--- src/rtl/heartbeat_gen.sv ---
// Watchdog heartbeat transmitter: toggles 'watchdog' every HALF_PERIOD clocks while 'alive' keeps checking in.
// Latency: every output is registered, so an input sampled on an edge is visible right after that edge.
// Backpressure: none; STALL holds the heartbeat until the monitor's resetuC runs a recovery sequence.
//
// Ports:
//   clk      in   1      system clock
//   reset    in   1      synchronous active-high reset
//   enable   in   1      1 = generate heartbeat
//   alive    in   1      application check-in pulse (any length)
//   resetuC  in   1      restart request from the board monitor
//   watchdog out  1      heartbeat line
//   contador out  CNT_W  current half-period or recovery count
//   stalled  out  1      1 while in STALL
//   state    out  2      IDLE=0, RUN=1, STALL=2, RECOVER=3
module heartbeat_gen #(
  parameter int unsigned CNT_W           = 24,
  parameter int unsigned HALF_PERIOD     = 500000,
  parameter int unsigned CHECKIN_TIMEOUT = 4,
  parameter int unsigned RECOVER_CYCLES  = 1000
) (
  input  logic             clk,
  input  logic             reset,
  input  logic             enable,
  input  logic             alive,
  input  logic             resetuC,
  output logic             watchdog,
  output logic [CNT_W-1:0] contador,
  output logic             stalled,
  output logic [1:0]       state
);

  typedef enum logic [1:0] {
    ST_IDLE    = 2'd0,
    ST_RUN     = 2'd1,
    ST_STALL   = 2'd2,
    ST_RECOVER = 2'd3
  } state_t;

  localparam logic [CNT_W-1:0] HP_LAST  = CNT_W'(HALF_PERIOD - 1);
  localparam logic [CNT_W-1:0] RC_LAST  = CNT_W'(RECOVER_CYCLES - 1);
  localparam logic [CNT_W-1:0] CNT_ONE  = CNT_W'(1);
  // miss_q == TO_LAST means one more missed half-period reaches the timeout.
  localparam logic [3:0]       TO_LAST  = 4'(CHECKIN_TIMEOUT - 1);

  state_t           state_q, state_d;
  logic [CNT_W-1:0] cnt_q, cnt_d;
  logic             wd_q, wd_d;
  logic             stalled_q, stalled_d;
  logic [3:0]       miss_q, miss_d;
  logic             seen_q, seen_d;

  always_ff @(posedge clk) begin
    if (reset) begin
      state_q   <= ST_IDLE;
      cnt_q     <= '0;
      wd_q      <= 1'b0;
      stalled_q <= 1'b0;
      miss_q    <= '0;
      seen_q    <= 1'b0;
    end else begin
      state_q   <= state_d;
      cnt_q     <= cnt_d;
      wd_q      <= wd_d;
      stalled_q <= stalled_d;
      miss_q    <= miss_d;
      seen_q    <= seen_d;
    end
  end

  always_comb begin
    state_d   = state_q;
    cnt_d     = cnt_q;
    wd_d      = wd_q;
    stalled_d = stalled_q;
    miss_d    = miss_q;
    seen_d    = seen_q;

    case (state_q)
      ST_IDLE: begin
        // resetuC has no meaning here; only enable starts the heartbeat.
        cnt_d     = '0;
        wd_d      = 1'b0;
        stalled_d = 1'b0;
        miss_d    = '0;
        seen_d    = 1'b0;
        if (enable) begin
          state_d = ST_RUN;
        end
      end

      ST_RUN: begin
        if (resetuC) begin
          state_d   = ST_RECOVER;
          cnt_d     = '0;
          wd_d      = 1'b0;
          stalled_d = 1'b0;
          miss_d    = '0;
          seen_d    = 1'b0;
        end else if (!enable) begin
          state_d = ST_IDLE;
          cnt_d   = '0;
          wd_d    = 1'b0;
          miss_d  = '0;
          seen_d  = 1'b0;
        end else if (cnt_q == HP_LAST) begin
          cnt_d  = '0;
          seen_d = 1'b0;
          // A check-in on the boundary cycle itself still counts for this half-period.
          if (seen_q || alive) begin
            miss_d = '0;
            wd_d   = ~wd_q;
          end else if (miss_q != TO_LAST) begin
            miss_d = miss_q + 4'd1;
            wd_d   = ~wd_q;
          end else begin
            // Timeout: freeze the line at its current level so the monitor sees no edge.
            state_d   = ST_STALL;
            stalled_d = 1'b1;
          end
        end else begin
          cnt_d = cnt_q + CNT_ONE;
          if (alive) begin
            seen_d = 1'b1;
          end
        end
      end

      ST_STALL: begin
        cnt_d = '0;
        if (resetuC) begin
          state_d   = ST_RECOVER;
          wd_d      = 1'b0;
          stalled_d = 1'b0;
          miss_d    = '0;
          seen_d    = 1'b0;
        end
      end

      ST_RECOVER: begin
        wd_d      = 1'b0;
        stalled_d = 1'b0;
        miss_d    = '0;
        seen_d    = 1'b0;
        if (resetuC) begin
          // Count restarts for as long as the monitor keeps requesting.
          cnt_d = '0;
        end else if (cnt_q == RC_LAST) begin
          cnt_d   = '0;
          state_d = enable ? ST_RUN : ST_IDLE;
        end else begin
          cnt_d = cnt_q + CNT_ONE;
        end
      end

      default: begin
        state_d = ST_IDLE;
        cnt_d   = '0;
        wd_d    = 1'b0;
      end
    endcase
  end

  assign watchdog = wd_q;
  assign contador = cnt_q;
  assign stalled  = stalled_q;
  assign state    = state_q;

endmodule
--- config.mk ---
export PLATFORM = sky130hd
export DESIGN_NAME = heartbeat_gen
export DESIGN_NICKNAME = d
export VERILOG_FILES = /design/src/rtl/heartbeat_gen.sv
export SDC_FILE = /design/constraint.sdc
export NUM_CORES = 1
export LEC_CHECK = 0
export BUFFER_PORTS_ARGS = -buffer_cell sky130_fd_sc_hd__buf_2
export CAP_MARGIN = 25
export CORE_UTILIZATION = 41
export DETAILED_ROUTE_END_ITERATION = 6
export GPL_TIMING_DRIVEN = 0
export PLACE_DENSITY = 0.73
export SLEW_MARGIN = 20
export SYNTH_ARGS = -nofsm -noshare
export SYNTH_HDL_FRONTEND = slang
export SYNTH_SLANG_ARGS = --single-unit
--- constraint.sdc ---
create_clock -name clk -period 3.92 [get_ports clk]
set_input_delay 1.176 -clock clk [delete_from_list [all_inputs] [get_ports clk]]
set_output_delay 1.176 -clock clk [all_outputs]
set_load 0.02 [all_outputs]
## Word-level counts from Yosys, hierarchy flattened

Cells that the tools add are included.
W data, S select, Z words.

| word-level totals | value |
|---|---|
| register bits | 33 |
| latch bits | 0 |
| bits in writable memories | 0 |
| memory bits (read-only) | 0 |
| input port bits | 5 |
| output and inout port bits | 28 |
| memories kept | 0 |

| cells by class | value |
|---|---|
| add/sub/neg operators | 2 |
| $mul | 0 |
| divide/modulo/power cells | 0 |
| order comparisons | 0 |
| equality and inequality tests | 19 |
| shifts and indexed selects | 0 |
| muxes and demuxes | 42 |
| bitwise gates (word level) | 1 |
| reductions and logical operators | 8 |

Operators by type and width:

| cell | count |
|---|---|
| $mux W24 | 5 |
| $pmux W24 S3 | 1 |
| $add A24 B1 Y24 const B | 1 |
| $eq A24 B10 Y1 const B | 1 |
| $eq A24 B19 Y1 const B | 1 |
| $mux W4 | 6 |
| $mux W2 | 9 |
| $mux W1 | 16 |
| $ne A3 B3 Y1 const B | 4 |
| $ne A4 B4 Y1 const B | 3 |
| $pmux W4 S3 | 1 |
| $ne A5 B5 Y1 const B | 2 |
| $pmux W1 S3 | 3 |
| $ne A2 B2 Y1 const B | 4 |
| $pmux W2 S4 | 1 |
| $reduce_and A7 Y1 | 1 |
| $reduce_and A5 Y1 | 1 |
| $add A4 B1 Y4 const B | 1 |
| $eq A2 B2 Y1 const B | 2 |
| $ne A4 B2 Y1 const B | 1 |
| $reduce_or A2 Y1 | 2 |
| $reduce_and A3 Y1 | 1 |
| $eq A2 B1 Y1 const B | 1 |
| $logic_not A2 Y1 | 1 |
| other kinds (3) | 3 |

## Longest topological paths before layout

Gate-level depths: netlist (run 1).

| logic depth | value |
|---|---|
| depth in word-level cells | 7 |
| mapped depth | 7 |
| mapped depth without buffers | 6 |

## Worst setup path before layout (run 1)

Ideal clock, no wire load.

| timing | value |
|---|---|
| path type | input to register |
| start point | in resetuC |
| end point | reg wd_q, in the netlist watchdog |
| data arrival time | 2.269 ns |
| slack | 1.581 ns |
| cell stages on the path | 6 |
| path buffers | 1 |
| cells stage by stage | buf_6 nand4bb_1 nor3_1 a21o_1 o21ai_0 a21oi_1 |

| on the way | value |
|---|---|
| cells in the longest elaborated chain, start to end | 2 |
| elaborated cells on any way between the ends | 6 |
| those cells by class | 3 x eq/ne; 2 x mux; 1 x reduce/logical |

RTL lines:

| what | RTL line | RTL |
|---|---|---|
| start: declaration | 25 | `input logic resetuC,` |
| $ne A5 B5 Y1 (no line) (tied with other cells) | - |  |
| $reduce_and A3 Y1 (no line) / $pmux W1 S3 (equally long branches) | - |  |
| end signal: assignment | 63 | `wd_q <= wd_d;` |
| end: declaration | 47 | `logic wd_q, wd_d;` |

Several ways; a longest one is shown, not always the timed one.
A chain may end at the register's enable or synchronous reset.

## Final worst setup path (run 1)

Ends and elaborated chain as after synthesis.

==> impl_metrics.tcl, run 1 <==
set metrics [dict create \
    cts_root_buffer "sky130_fd_sc_hd__clkbuf_8" \
    place.detailed.hpwl_um 2701 \
    vias_in_the_first_global_route 1356 \
    area_growth_syn_to_layout_pct 17.26 \
    global_route_usage_over_all_layers_pct 18.28 \
    synthDistinctLibCells 40 \
    synth_flop_cell "sky130_fd_sc_hd__dfxtp_1" \
    endpoint_kind "flop" \
    pwr-share-comb_pct 5.8 \
    share_of_cells_above_drive_strength_1_pct 22.98 \
    hp-start "watchdog$_SDFFE_PP0P_" \
    antenna_found_initial 0 \
    finalHoldViolCount 0 \
    worst_min_delay_path_category "flop to flop" \
    setup_viol_count_final 0 \
    ys_ff_latch 33 \
    synth_largest_area_cell "sky130_fd_sc_hd__dfxtp_1" \
    holdPathStages 2 \
    start_util_pct 43.01 \
    fin_tns_setup_ns 0 \
    post-synth-top-area-fraction_pct 38.12 \
    htreeDepth 2 \
    worst_ep_arrival_time_ns 2.55 \
    power.density_cell_area_nw_per_um2 311.4 \
    final_instance_area_um2 2032 \
    swShare_pct 22.09 \
    grt_pass1_wl_um 6092 \
    fmax_ghz 0.4291 \
    endpoint_required_time_on_the_critical_path_ns 4.14 \
    syn_area_um2 1733 \
    final_nets 243 \
    highest_layer "met4" \
    worst_pin_slew_ns 0.9574 \
    share_of_synthesized_area_occupied_by_flip_flops_and_latches_pct 38.12 \
    holdBufCountCts 0 \
    num_io_pins 33 \
    max_slew_margin_pct 35.59 \
    post-route-drc-count 0 \
    diodes 0 \
    grt.overflow.total 0 \
    async_reset_ff_share_pct 0 \
    synthesis.yosys.warnings 0 \
    final_max_slew_viol_count 0 \
    port-buffer-count 30 \
    synthesis.instances 198 \
    design_power_total_w 0.0006328 \
    p_seq_share_pct 53.6 \
    synth.avg_cell_area_um2 8.752 \
    final.setup.worst_slack_ns 1.590 \
    startpoint_class "input pin" \
    fp.coreArea_um2 4029 \
    critical_path.reg2reg.endpoint "contador[3]$_SDFF_PP0_" \
    ctsLongestPathBuffers 2 \
    route.met3.wl_um 199 \
    worst_r2r_startpoint "contador[6]$_SDFF_PP0_" \
    net_sw_power_w 0.0001398 \
    synth_enable_flop_cells 0 \
    cap_violations 0 \
    final.period_utilization_pct 59.45 \
    cts_tree "built" \
    grt_setup_unrepaired "false" \
    total_clock_buffers_created_by_cts 5 \
    p_int_w 0.0004930 \
    fill_cells 411 \
    routed-wl-met2_um 1769 \
    wl_met1_um 1788 \
    register_area_um2 660.6 \
    layout.cells.non_filler 285 \
    routed-via-count 1549 \
    die-area_um2 4490 \
    routed_wire_length_per_instance_um 13.38 \
    pre_cts_ws_ns 1.305 \
    holdPathEnd "watchdog$_SDFFE_PP0P_" \
    worst-r2r-cell-count 6 \
    multi_input_area_um2 974.7 \
    cts.clk_slew.worst_paths_ns 0.07 \
    gp_congestion 0.8000 \
    run_status "finished, final reports clean" \
    path_max_fanout 10 \
    power.ir.vdd_worst_v 0.0001573 \
    p_clk_share_pct 40.6 \
    die_height_um 67.01 \
    vias_per_std_cell 5.435 \
    drtPass1Iterations 4 \
    synth.net_count 206 \
    final_antenna_net_count 0 \
    timing.setup.critical_path_class "input pin to flop" \
    grt_start_max_net_pins 11 \
    clk_latency_ns 0.28 \
    detail_route.iter0.violations 115 \
    place.detailed.instances 278 \
    postPlaceCellArea_um2 1946 \
    clock_sink_count 33 \
    cts_repair_resize_count 0 \
    finalCriticalPeriod_ns 2.330 \
    floorplan.rows 23 \
    postCtsSetupRepairBufs 0 \
    post_synth_most_frequent_cells "33 x sky130_fd_sc_hd__dfxtp_1, 33 x sky130_fd_sc_hd__nor2_1, 15 x sky130_fd_sc_hd__xor2_1, 13 x sky130_fd_sc_hd__nand2_1, 12 x sky130_fd_sc_hd__nand4_1" \
    setup.reg_to_reg.worst_slack_ns 1.59 \
    die-width_um 67.01 \
    power.static_leakage_nw 0.8108 \
    synth.area.top_cells "sky130_fd_sc_hd__dfxtp_1 38%, sky130_fd_sc_hd__xor2_1 7.6%, sky130_fd_sc_hd__nor2_1 7.1%" \
    worst_clock_skew_ns 0.004327 \
    finalWirelength_um 3812 \
]
stage by stage:
step	util [%]	hold WS (ns)
finish	50.43	0.4957
floorplan	-	0.4602
detailed placement	48.29	0.4811
global route	50.43	0.5191
global placement	48.29	0.4744
CTS	50.43	0.4946
flip-flops by register name (all words and copies together), names as in the netlist, named ones only:
name      flops
watchdog      1
stalled       1
miss_q        4
contador     24
seen_q        1
state         1
cells in the final DEF (no fill, tap or decap), types with 2 or more instances in the layout:
master,count
sky130_fd_sc_hd__buf_4,2
sky130_fd_sc_hd__ha_1,3
sky130_fd_sc_hd__nor4_1,8
sky130_fd_sc_hd__nor3_1,5
sky130_fd_sc_hd__nand3_1,11
sky130_fd_sc_hd__nor3b_1,2
sky130_fd_sc_hd__a21o_1,3
sky130_fd_sc_hd__nand2_1,13
sky130_fd_sc_hd__buf_2,30
sky130_fd_sc_hd__and3_1,2
sky130_fd_sc_hd__xnor2_1,8
sky130_fd_sc_hd__nand2b_1,3
sky130_fd_sc_hd__or4_4,2
sky130_fd_sc_hd__dfxtp_1,33
sky130_fd_sc_hd__nor2_1,33
sky130_fd_sc_hd__and3_2,2
sky130_fd_sc_hd__and4_1,2
sky130_fd_sc_hd__o21ai_0,7
sky130_fd_sc_hd__inv_1,2
sky130_fd_sc_hd__nand4_1,12
sky130_fd_sc_hd__buf_6,3
sky130_fd_sc_hd__a21oi_1,7
sky130_fd_sc_hd__clkbuf_8,9
sky130_fd_sc_hd__xor2_1,15
power by group through the flow:
| stage | logic [W] | clock network (W) | registers [W] |
|---|---|---|---|
| 2_1_floorplan | 0.0000259 | 0 | 0.000349 |
| 3_3_place_gp | 0.0000361 | 0 | 0.000347 |
| 3_5_place_dp | 0.0000363 | 0 | 0.000347 |
| 4_1_cts | 0.0000367 | 0.000266 | 0.000339 |
| 5_1_grt | 0.0000401 | 0.000280 | 0.000339 |
| 6_report | 0.0000369 | 0.000257 | 0.000339 |
layer usage:
metal  vias to the layer above  GRT usage [%]
li1                        781              -
met1                       717          22.82
met2                        45          29.25
met3                         6          5.137
met4                         0          7.181
met5                         -              0
worst max-delay path, cell delays in order:
cell	delay (ns)
sky130_fd_sc_hd__buf_6	0.11
sky130_fd_sc_hd__nand4bb_1	0.22
sky130_fd_sc_hd__nor3_1	0.55
sky130_fd_sc_hd__a21o_1	0.26
sky130_fd_sc_hd__o21ai_0	0.09
sky130_fd_sc_hd__a21oi_1	0.14
logic make-up after synthesis:
group	after synthesis	share of synthesized area, %
AOI/OAI and AO/OA	26	10.76
xor gates and xnor gates	23	11.62
adders and majority gates	3	2.166
buffers and inverters	10	5.632
DFF	33	38.12
and+or+nand+nor	103	31.70
worst max path at each step:
stage | end | start | cells after the start
after floorplan | watchdog$_SDFFE_PP0P_ | resetuC | 6
after global placement | watchdog$_SDFFE_PP0P_ | resetuC | 6
after detailed placement | watchdog$_SDFFE_PP0P_ | resetuC | 6
after CTS | contador[3]$_SDFF_PP0_ | contador[6]$_SDFF_PP0_ | 6
after global routing | contador[3]$_SDFF_PP0_ | contador[0]$_SDFF_PP0_ | 7
final | watchdog$_SDFFE_PP0P_ | resetuC | 6
area by class of cell:
type                    instances  share of cell area (%)
well taps                      50                   3.079
flip-flops and latches         33                   32.51
plain buffers                   8                   4.433
multi-input cells             155                   47.97
repair buffers                 30                   7.389
clock buffers                   7                   4.249
inverters                       2                  0.3695
No activity file was read; power rests on OpenSTA's default activity.
==> run 2, diff against run 1 <==
- ABC_AREA: unset -> 1
- clock period: 3.92 -> 2.44 ns (I/O delays scaled with it)
==> run 2 against run 1 <==
- highest routed layer unchanged
- total power rose by 62%
- hold slack got worse by 0.031 ns
- cell count is 20% higher
- critical path type is now flop to flop
- critical path depth up 3
==> impl_metrics.tcl, run 2 <==
set metrics [dict create \
    run_status "finished, final reports clean" \
    drtPass1Iterations 4 \
    swShare_pct 24.50 \
    cts.clk_slew.worst_paths_ns 0.06 \
    fp.coreArea_um2 4115 \
    cpLargestDelayFamily "simple AND/OR/NAND/NOR gates" \
    final_max_slew_viol_count 0 \
    path_max_fanout 10 \
    most_common_library_cell_in_the_layout_ignoring_fill_and_taps "sky130_fd_sc_hd__nor2_1" \
    diodes 0 \
    synth.net_count 259 \
    setup_viol_count_final 0 \
    endpoint_kind "flop" \
    finalHoldViolCount 0 \
    share_of_synthesized_area_occupied_by_flip_flops_and_latches_pct 36.36 \
    async_reset_ff_share_pct 0 \
    gp_congestion 0.8869 \
    p_int_w 0.0007763 \
    post_synth_most_frequent_cells "56 x sky130_fd_sc_hd__nor2_1, 38 x sky130_fd_sc_hd__nand2_1, 33 x sky130_fd_sc_hd__dfxtp_1, 23 x sky130_fd_sc_hd__inv_1, 16 x sky130_fd_sc_hd__nand3_1" \
    worst_clock_skew_ns 0.007305 \
    num_io_pins 33 \
    finish.utilization_pct 51.51 \
    port-buffer-count 32 \
    power.ir.vdd_worst_v 0.0002405 \
    area_growth_syn_to_layout_pct 16.67 \
    postCtsSetupRepairBufs 0 \
    cap_violations 0 \
    clk_latency_ns 0.28 \
    crit_chain "ha_1 -> nand3_2 -> nor2_1 -> nand3_1 -> nand2_4 -> nand2_2 -> nand3_4 -> buf_6 -> nor2_1" \
    cp_common_cell "sky130_fd_sc_hd__nor2_1" \
    grt_start_max_net_pins 11 \
    startpoint_class "flop" \
    net_sw_power_w 0.0002520 \
    worst_ep_arrival_time_ns 1.92 \
    route.met3.wl_um 208 \
    finalCriticalPeriod_ns 1.738 \
    design_power_total_w 0.001028 \
    cts_repair_resize_count 0 \
    place.detailed.hpwl_um 2901 \
    synthDistinctLibCells 29 \
    endpoint_required_time_on_the_critical_path_ns 2.62 \
    total_clock_buffers_created_by_cts 5 \
    max_slew_margin_pct 80.36 \
    fill_cells 422 \
    htreeDepth 2 \
    fmax_ghz 0.5753 \
    clock_sink_count 33 \
    global_route_usage_over_all_layers_pct 18.44 \
    final.period_utilization_pct 71.24 \
    ys_ff_latch 33 \
    power.static_leakage_nw 0.8470 \
    place.detailed.instances 333 \
    ctsLongestPathBuffers 2 \
    final_antenna_net_count 0 \
    worst_path_largest_cell_delay_ns 0.41 \
    routed-via-count 1671 \
    synth.area.top_cells "sky130_fd_sc_hd__dfxtp_1 36%, sky130_fd_sc_hd__nor2_1 12%, sky130_fd_sc_hd__nand2_1 7.9%" \
    routed-wl-met2_um 1659 \
    synth_largest_area_cell "sky130_fd_sc_hd__dfxtp_1" \
    vias_per_std_cell 4.900 \
    layout.cells.non_filler 341 \
    synth_flop_cell "sky130_fd_sc_hd__dfxtp_1" \
    worst_min_delay_path_category "flop to flop" \
    antenna_found_initial 0 \
    share_of_cells_above_drive_strength_1_pct 21.99 \
    p_seq_share_pct 53.9 \
    vias_in_the_first_global_route 1355 \
    cts_tree "built" \
    worst_pin_slew_ns 0.2923 \
    timing.setup.critical_path_class "flop to flop" \
    highest_layer "met4" \
    fin_tns_setup_ns 0 \
    grt_setup_unrepaired "false" \
    post-route-drc-count 0 \
    largest_reg_flops 24 \
    floorplan.rows 23 \
    grt_pass1_wl_um 6251 \
    die_height_um 68.57 \
    holdBufCountCts 0 \
    die-area_um2 4701 \
    wl_met1_um 1874 \
    die-width_um 68.57 \
    pwr-share-comb_pct 7.8 \
    p_clk_share_pct 38.3 \
    syn_area_um2 1817 \
    cts_root_buffer "sky130_fd_sc_hd__clkbuf_8" \
    synth.avg_cell_area_um2 7.238 \
    layout.cells.most_common_list "56 x sky130_fd_sc_hd__nor2_1, 38 x sky130_fd_sc_hd__nand2_1, 33 x sky130_fd_sc_hd__buf_2, 33 x sky130_fd_sc_hd__dfxtp_1, 23 x sky130_fd_sc_hd__inv_1" \
    final_nets 298 \
    grt.overflow.total 0 \
    synth.most_common_cell "sky130_fd_sc_hd__nor2_1" \
    synthesis.instances 251 \
    synth_enable_flop_cells 0 \
    detail_route.iter0.violations 142 \
    routed_wire_length_per_instance_um 11.19 \
    synthesis.yosys.warnings 0 \
    finalWirelength_um 3815 \
    start_util_pct 44.15 \
    post-synth-top-area-fraction_pct 36.36 \
    power.density_cell_area_nw_per_um2 485.2 \
    crit_buf_inv 1 \
    slowest_stage "sky130_fd_sc_hd__dfxtp_1" \
]
## run 2: changes by cell type after synthesis, moves of 4 or more
cell | before | now
sky130_fd_sc_hd__nor2_1 | 33 | 56
sky130_fd_sc_hd__nand3_1 | 11 | 16
sky130_fd_sc_hd__nor4_1 | 8 | 1
sky130_fd_sc_hd__nand2_2 | 0 | 6
sky130_fd_sc_hd__xor2_1 | 15 | 11
sky130_fd_sc_hd__nor3_1 | 5 | 10
sky130_fd_sc_hd__nor2_4 | 0 | 5
sky130_fd_sc_hd__nand4_1 | 12 | 6
sky130_fd_sc_hd__nand3_2 | 0 | 4
sky130_fd_sc_hd__inv_1 | 2 | 23
sky130_fd_sc_hd__o21ai_0 | 7 | 1
sky130_fd_sc_hd__nor2_2 | 0 | 5
sky130_fd_sc_hd__nand2_1 | 13 | 38
## run 2: kinds of logic (layout without fill, tap and decap cells)
group           count (synthesis)  in the layout  share of synthesized area, %
compound gates                 18             18                         5.509
xor+xnor                       17             17                         8.195
fa+ha+maj                       3              3                         2.066
buf+inv                        27             67                         6.473
flops                          33             33                         36.36
simple gates                  153            153                         41.39
## run 2: worst paths after layout
kind / start / to / slack (ns) / cells past startpoint
max: contador[0]$_SDFF_PP0_ / contador[17]$_SDFF_PP0_ / 0.70 / 9
min: stalled$_SDFFE_PP0P_ / stalled$_SDFFE_PP0P_ / 0.46 / 1
max reg2reg: contador[0]$_SDFF_PP0_ / contador[17]$_SDFF_PP0_ / 0.70 / 9
min reg2reg: stalled$_SDFFE_PP0P_ / stalled$_SDFFE_PP0P_ / 0.46 / 1
## run 2: cell type report
cell class | count | area, um2 | share of cell area (%)
multi-input combinational | 191 | 1039 | 49.00
inverter | 24 | 90.09 | 4.250
buffer | 3 | 27.53 | 1.299
clock buffer | 8 | 80.08 | 3.778
sequential | 33 | 660.6 | 31.17
timing repair buffer | 32 | 160.2 | 7.556
tap | 50 | 62.56 | 2.952
## run 2: metrics by stage
stage / setup WS (ns) / instance area [um2] / hold WS [ns]
floorplan: 0.7507 / 1817 / 0.4547
global placement: 0.4731 / 2039 / 0.4537
detailed placement: 0.4653 / 2039 / 0.4598
CTS: 0.6769 / 2120 / 0.4746
global route: 0.5620 / 2120 / 0.4971
finish: 0.7017 / 2120 / 0.4649
## run 2: worst register-to-register path, delay by kind of cell, from the launching register on
kind | cells | cell delay (ns)
buffers and inverters | 1 | 0.16
AND/OR/NAND/NOR | 7 | 0.85
flip-flops | 1 | 0.41
adder cells (fa/ha/maj) | 1 | 0.23
## run 2: power groups by stage
stage	registers, W	clock network, W	logic [W]
floorplan	0.000572	0	0.0000530
global placement	0.000566	0	0.0000799
detailed placement	0.000566	0	0.0000804
CTS	0.000554	0.000408	0.0000808
global route	0.000555	0.000436	0.0000923
finish	0.000554	0.000394	0.0000807
## run 2: layer usage
layer  vias up  GRT usage (%)
met4         0          8.594
met3         5          4.934
li1        882              -
met5         -              0
met1       742          27.18
met2        42          24.26
==> run 3, diff against run 2 <==
- clock period: 2.44 -> 1.82 ns (I/O delays scaled with it)
==> run 3 against run 2 <==
- cell count up 0.88%
- combinational power up 41%
- cell area up 1.5%
- largest power group unchanged
- count of clock-buffer cells in the layout unchanged
==> impl_metrics.tcl, run 3 (synthesis results as in run 2) <==
set metrics [dict create \
    run_status "finished, final reports clean" \
    startpoint_class "flop" \
    cp_num_cells 9 \
    finalCriticalPeriod_ns 1.713 \
    critPathCapture "contador[17]$_SDFF_PP0_" \
    cts_tree "built" \
    die_height_um 68.57 \
    slowest_stage "sky130_fd_sc_hd__dfxtp_1" \
    detail_route.iter0.violations 137 \
    cts.clk_slew.worst_paths_ns 0.06 \
    grt_start_max_net_pins 11 \
    port-buffer-count 32 \
    worst_ep_arrival_time_ns 1.89 \
    final_antenna_net_count 0 \
    endpoint_kind "flop" \
    final.period_utilization_pct 94.11 \
    vias_in_the_first_global_route 1355 \
    cap_violations 0 \
    global_route_usage_over_all_layers_pct 18.44 \
    final_instance_area_um2 2151 \
    setup.reg_to_reg.worst_slack_ns 0.11 \
    area_growth_syn_to_layout_pct 18.39 \
    routed-via-count 1679 \
    largest_reg_flops 24 \
    worst_path_largest_cell_delay_ns 0.39 \
    worst_r2r_startpoint "contador[1]$_SDFF_PP0_" \
    num_io_pins 33 \
    routed_wire_length_per_instance_um 11.36 \
    cts_root_buffer "sky130_fd_sc_hd__clkbuf_8" \
    place.detailed.hpwl_um 2901 \
    htreeDepth 2 \
    setup_viol_count_final 0 \
    share_of_cells_above_drive_strength_1_pct 23.47 \
    die-width_um 68.57 \
    place.detailed.instances 333 \
    cpLargestDelayFamily "simple AND/OR/NAND/NOR gates" \
    worst_pin_slew_ns 0.2937 \
    cp_common_cell "sky130_fd_sc_hd__nor2_1" \
    final_nets 301 \
    drtPass1Iterations 4 \
    fp.coreArea_um2 4115 \
    finalHoldViolCount 0 \
    crit_buf_inv 1 \
    antenna_found_initial 0 \
    finish.utilization_pct 52.27 \
    final_max_slew_viol_count 0 \
    postPlaceCellArea_um2 2039 \
    finalWirelength_um 3908 \
    vias_per_std_cell 4.881 \
    clk_latency_ns 0.29 \
    path_max_fanout 10 \
    total_clock_buffers_created_by_cts 5 \
    power.ir.vdd_worst_v 0.0003263 \
    start_util_pct 44.15 \
    power.static_leakage_nw 0.8577 \
    worst_min_delay_path_category "flop to flop" \
    layout.cells.most_common_list "56 x sky130_fd_sc_hd__nor2_1, 38 x sky130_fd_sc_hd__nand2_1, 33 x sky130_fd_sc_hd__buf_2, 32 x sky130_fd_sc_hd__dfxtp_1, 23 x sky130_fd_sc_hd__inv_1" \
    max_slew_margin_pct 80.27 \
    clock_sink_count 33 \
    crit_path_start "contador[1]$_SDFF_PP0_" \
    most_common_library_cell_in_the_layout_ignoring_fill_and_taps "sky130_fd_sc_hd__nor2_1" \
    gp_congestion 0.8869 \
    worst-r2r-cell-count 9 \
    fmax_ghz 0.5838 \
    fin_tns_setup_ns 0 \
    diodes 0 \
    floorplan.rows 23 \
    power.density_cell_area_nw_per_um2 644.8 \
    ctsLongestPathBuffers 2 \
    timing.setup.critical_path_class "flop to flop" \
    final.setup.worst_slack_ns 0.1072 \
    grt_pass1_wl_um 6251 \
    die-area_um2 4701 \
    crit_chain "ha_2 -> nand3_2 -> nor2_1 -> nand3_1 -> nand2_4 -> nand2_2 -> nand3_4 -> buf_6 -> nor2_1" \
    worst_clock_skew_ns 0.006514 \
    holdBufCountCts 0 \
    endpoint_required_time_on_the_critical_path_ns 2.00 \
    layout.cells.non_filler 344 \
    pre_cts_ws_ns 0.03126 \
    post-route-drc-count 0 \
    critical_path.reg2reg.endpoint "contador[17]$_SDFF_PP0_" \
    grt.overflow.total 0 \
]
[run 3: cell types whose count changed in the layout (fill, tap and decap cells not counted), sizes merged]
cell / before / now
buf: 35 / 38
[run 3: routing by layer]
metal	vias up	wire length (um)	share of wire, %	GRT usage [%]
li1	884	-	-	-
met1	757	1966	50	27.18
met2	33	1704	44	24.26
met3	5	164	4.2	4.934
met4	0	72	1.8	8.594
met5	-	0	0	0
[run 3: layout make-up]
class | count | area (um2)
multi-input cells | 191 | 1046
plain buffers | 3 | 27.53
inverters | 24 | 90.09
fillers | 418 | 1964
flip-flops and latches | 33 | 661.9
repair buffers | 35 | 182.7
clock buffers | 8 | 80.08
well taps | 50 | 62.56
[run 3: worst min-delay path by stage]
stage | startpoint | end | slack, ns | cells past startpoint
after floorplan | miss_q[3]$_SDFFE_PP0P_ | miss_q[3]$_SDFFE_PP0P_ | 0.45 | 2
after global placement | stalled$_SDFFE_PP0P_ | stalled$_SDFFE_PP0P_ | 0.45 | 1
after detailed placement | stalled$_SDFFE_PP0P_ | stalled$_SDFFE_PP0P_ | 0.46 | 1
after CTS | stalled$_SDFFE_PP0P_ | stalled$_SDFFE_PP0P_ | 0.47 | 1
after global routing | contador[0]$_SDFF_PP0_ | contador[0]$_SDFF_PP0_ | 0.48 | 1
final | contador[0]$_SDFF_PP0_ | contador[0]$_SDFF_PP0_ | 0.46 | 1
[run 3: repair_timing]
item | 4_1_cts | 5_1_grt
hold endpoints to repair | 0 | 0
endpoints found under the setup margin | 0 | 21
gates resized for setup | 0 | 3
buffers inserted | 0 | 3
[run 3: per-stage QoR]
step / total power [W] / hold WS (ns)
after detailed placement: 0.0008665 / 0.4598
after CTS: 0.001398 / 0.4746
final: 0.001387 / 0.4594
after global placement: 0.0008656 / 0.4537
after global routing: 0.001457 / 0.4820
after floorplan: 0.0008373 / 0.4547
[run 3: worst reg2reg max path: cells and delay by family, from the launching register on]
kind	cells	cell delay, ns
buffers and inverters	1	0.16
AND/OR/NAND/NOR	7	0.84
adder cells (fa/ha/maj)	1	0.23
flip-flops	1	0.39
[run 3: where the power goes]
part	switching [W]	internal [W]	leakage (nW)
Sequential	0.0000108	0.000732	0.267
Clock	0.000258	0.000272	0.0395
Combinational	0.0000727	0.0000413	0.551
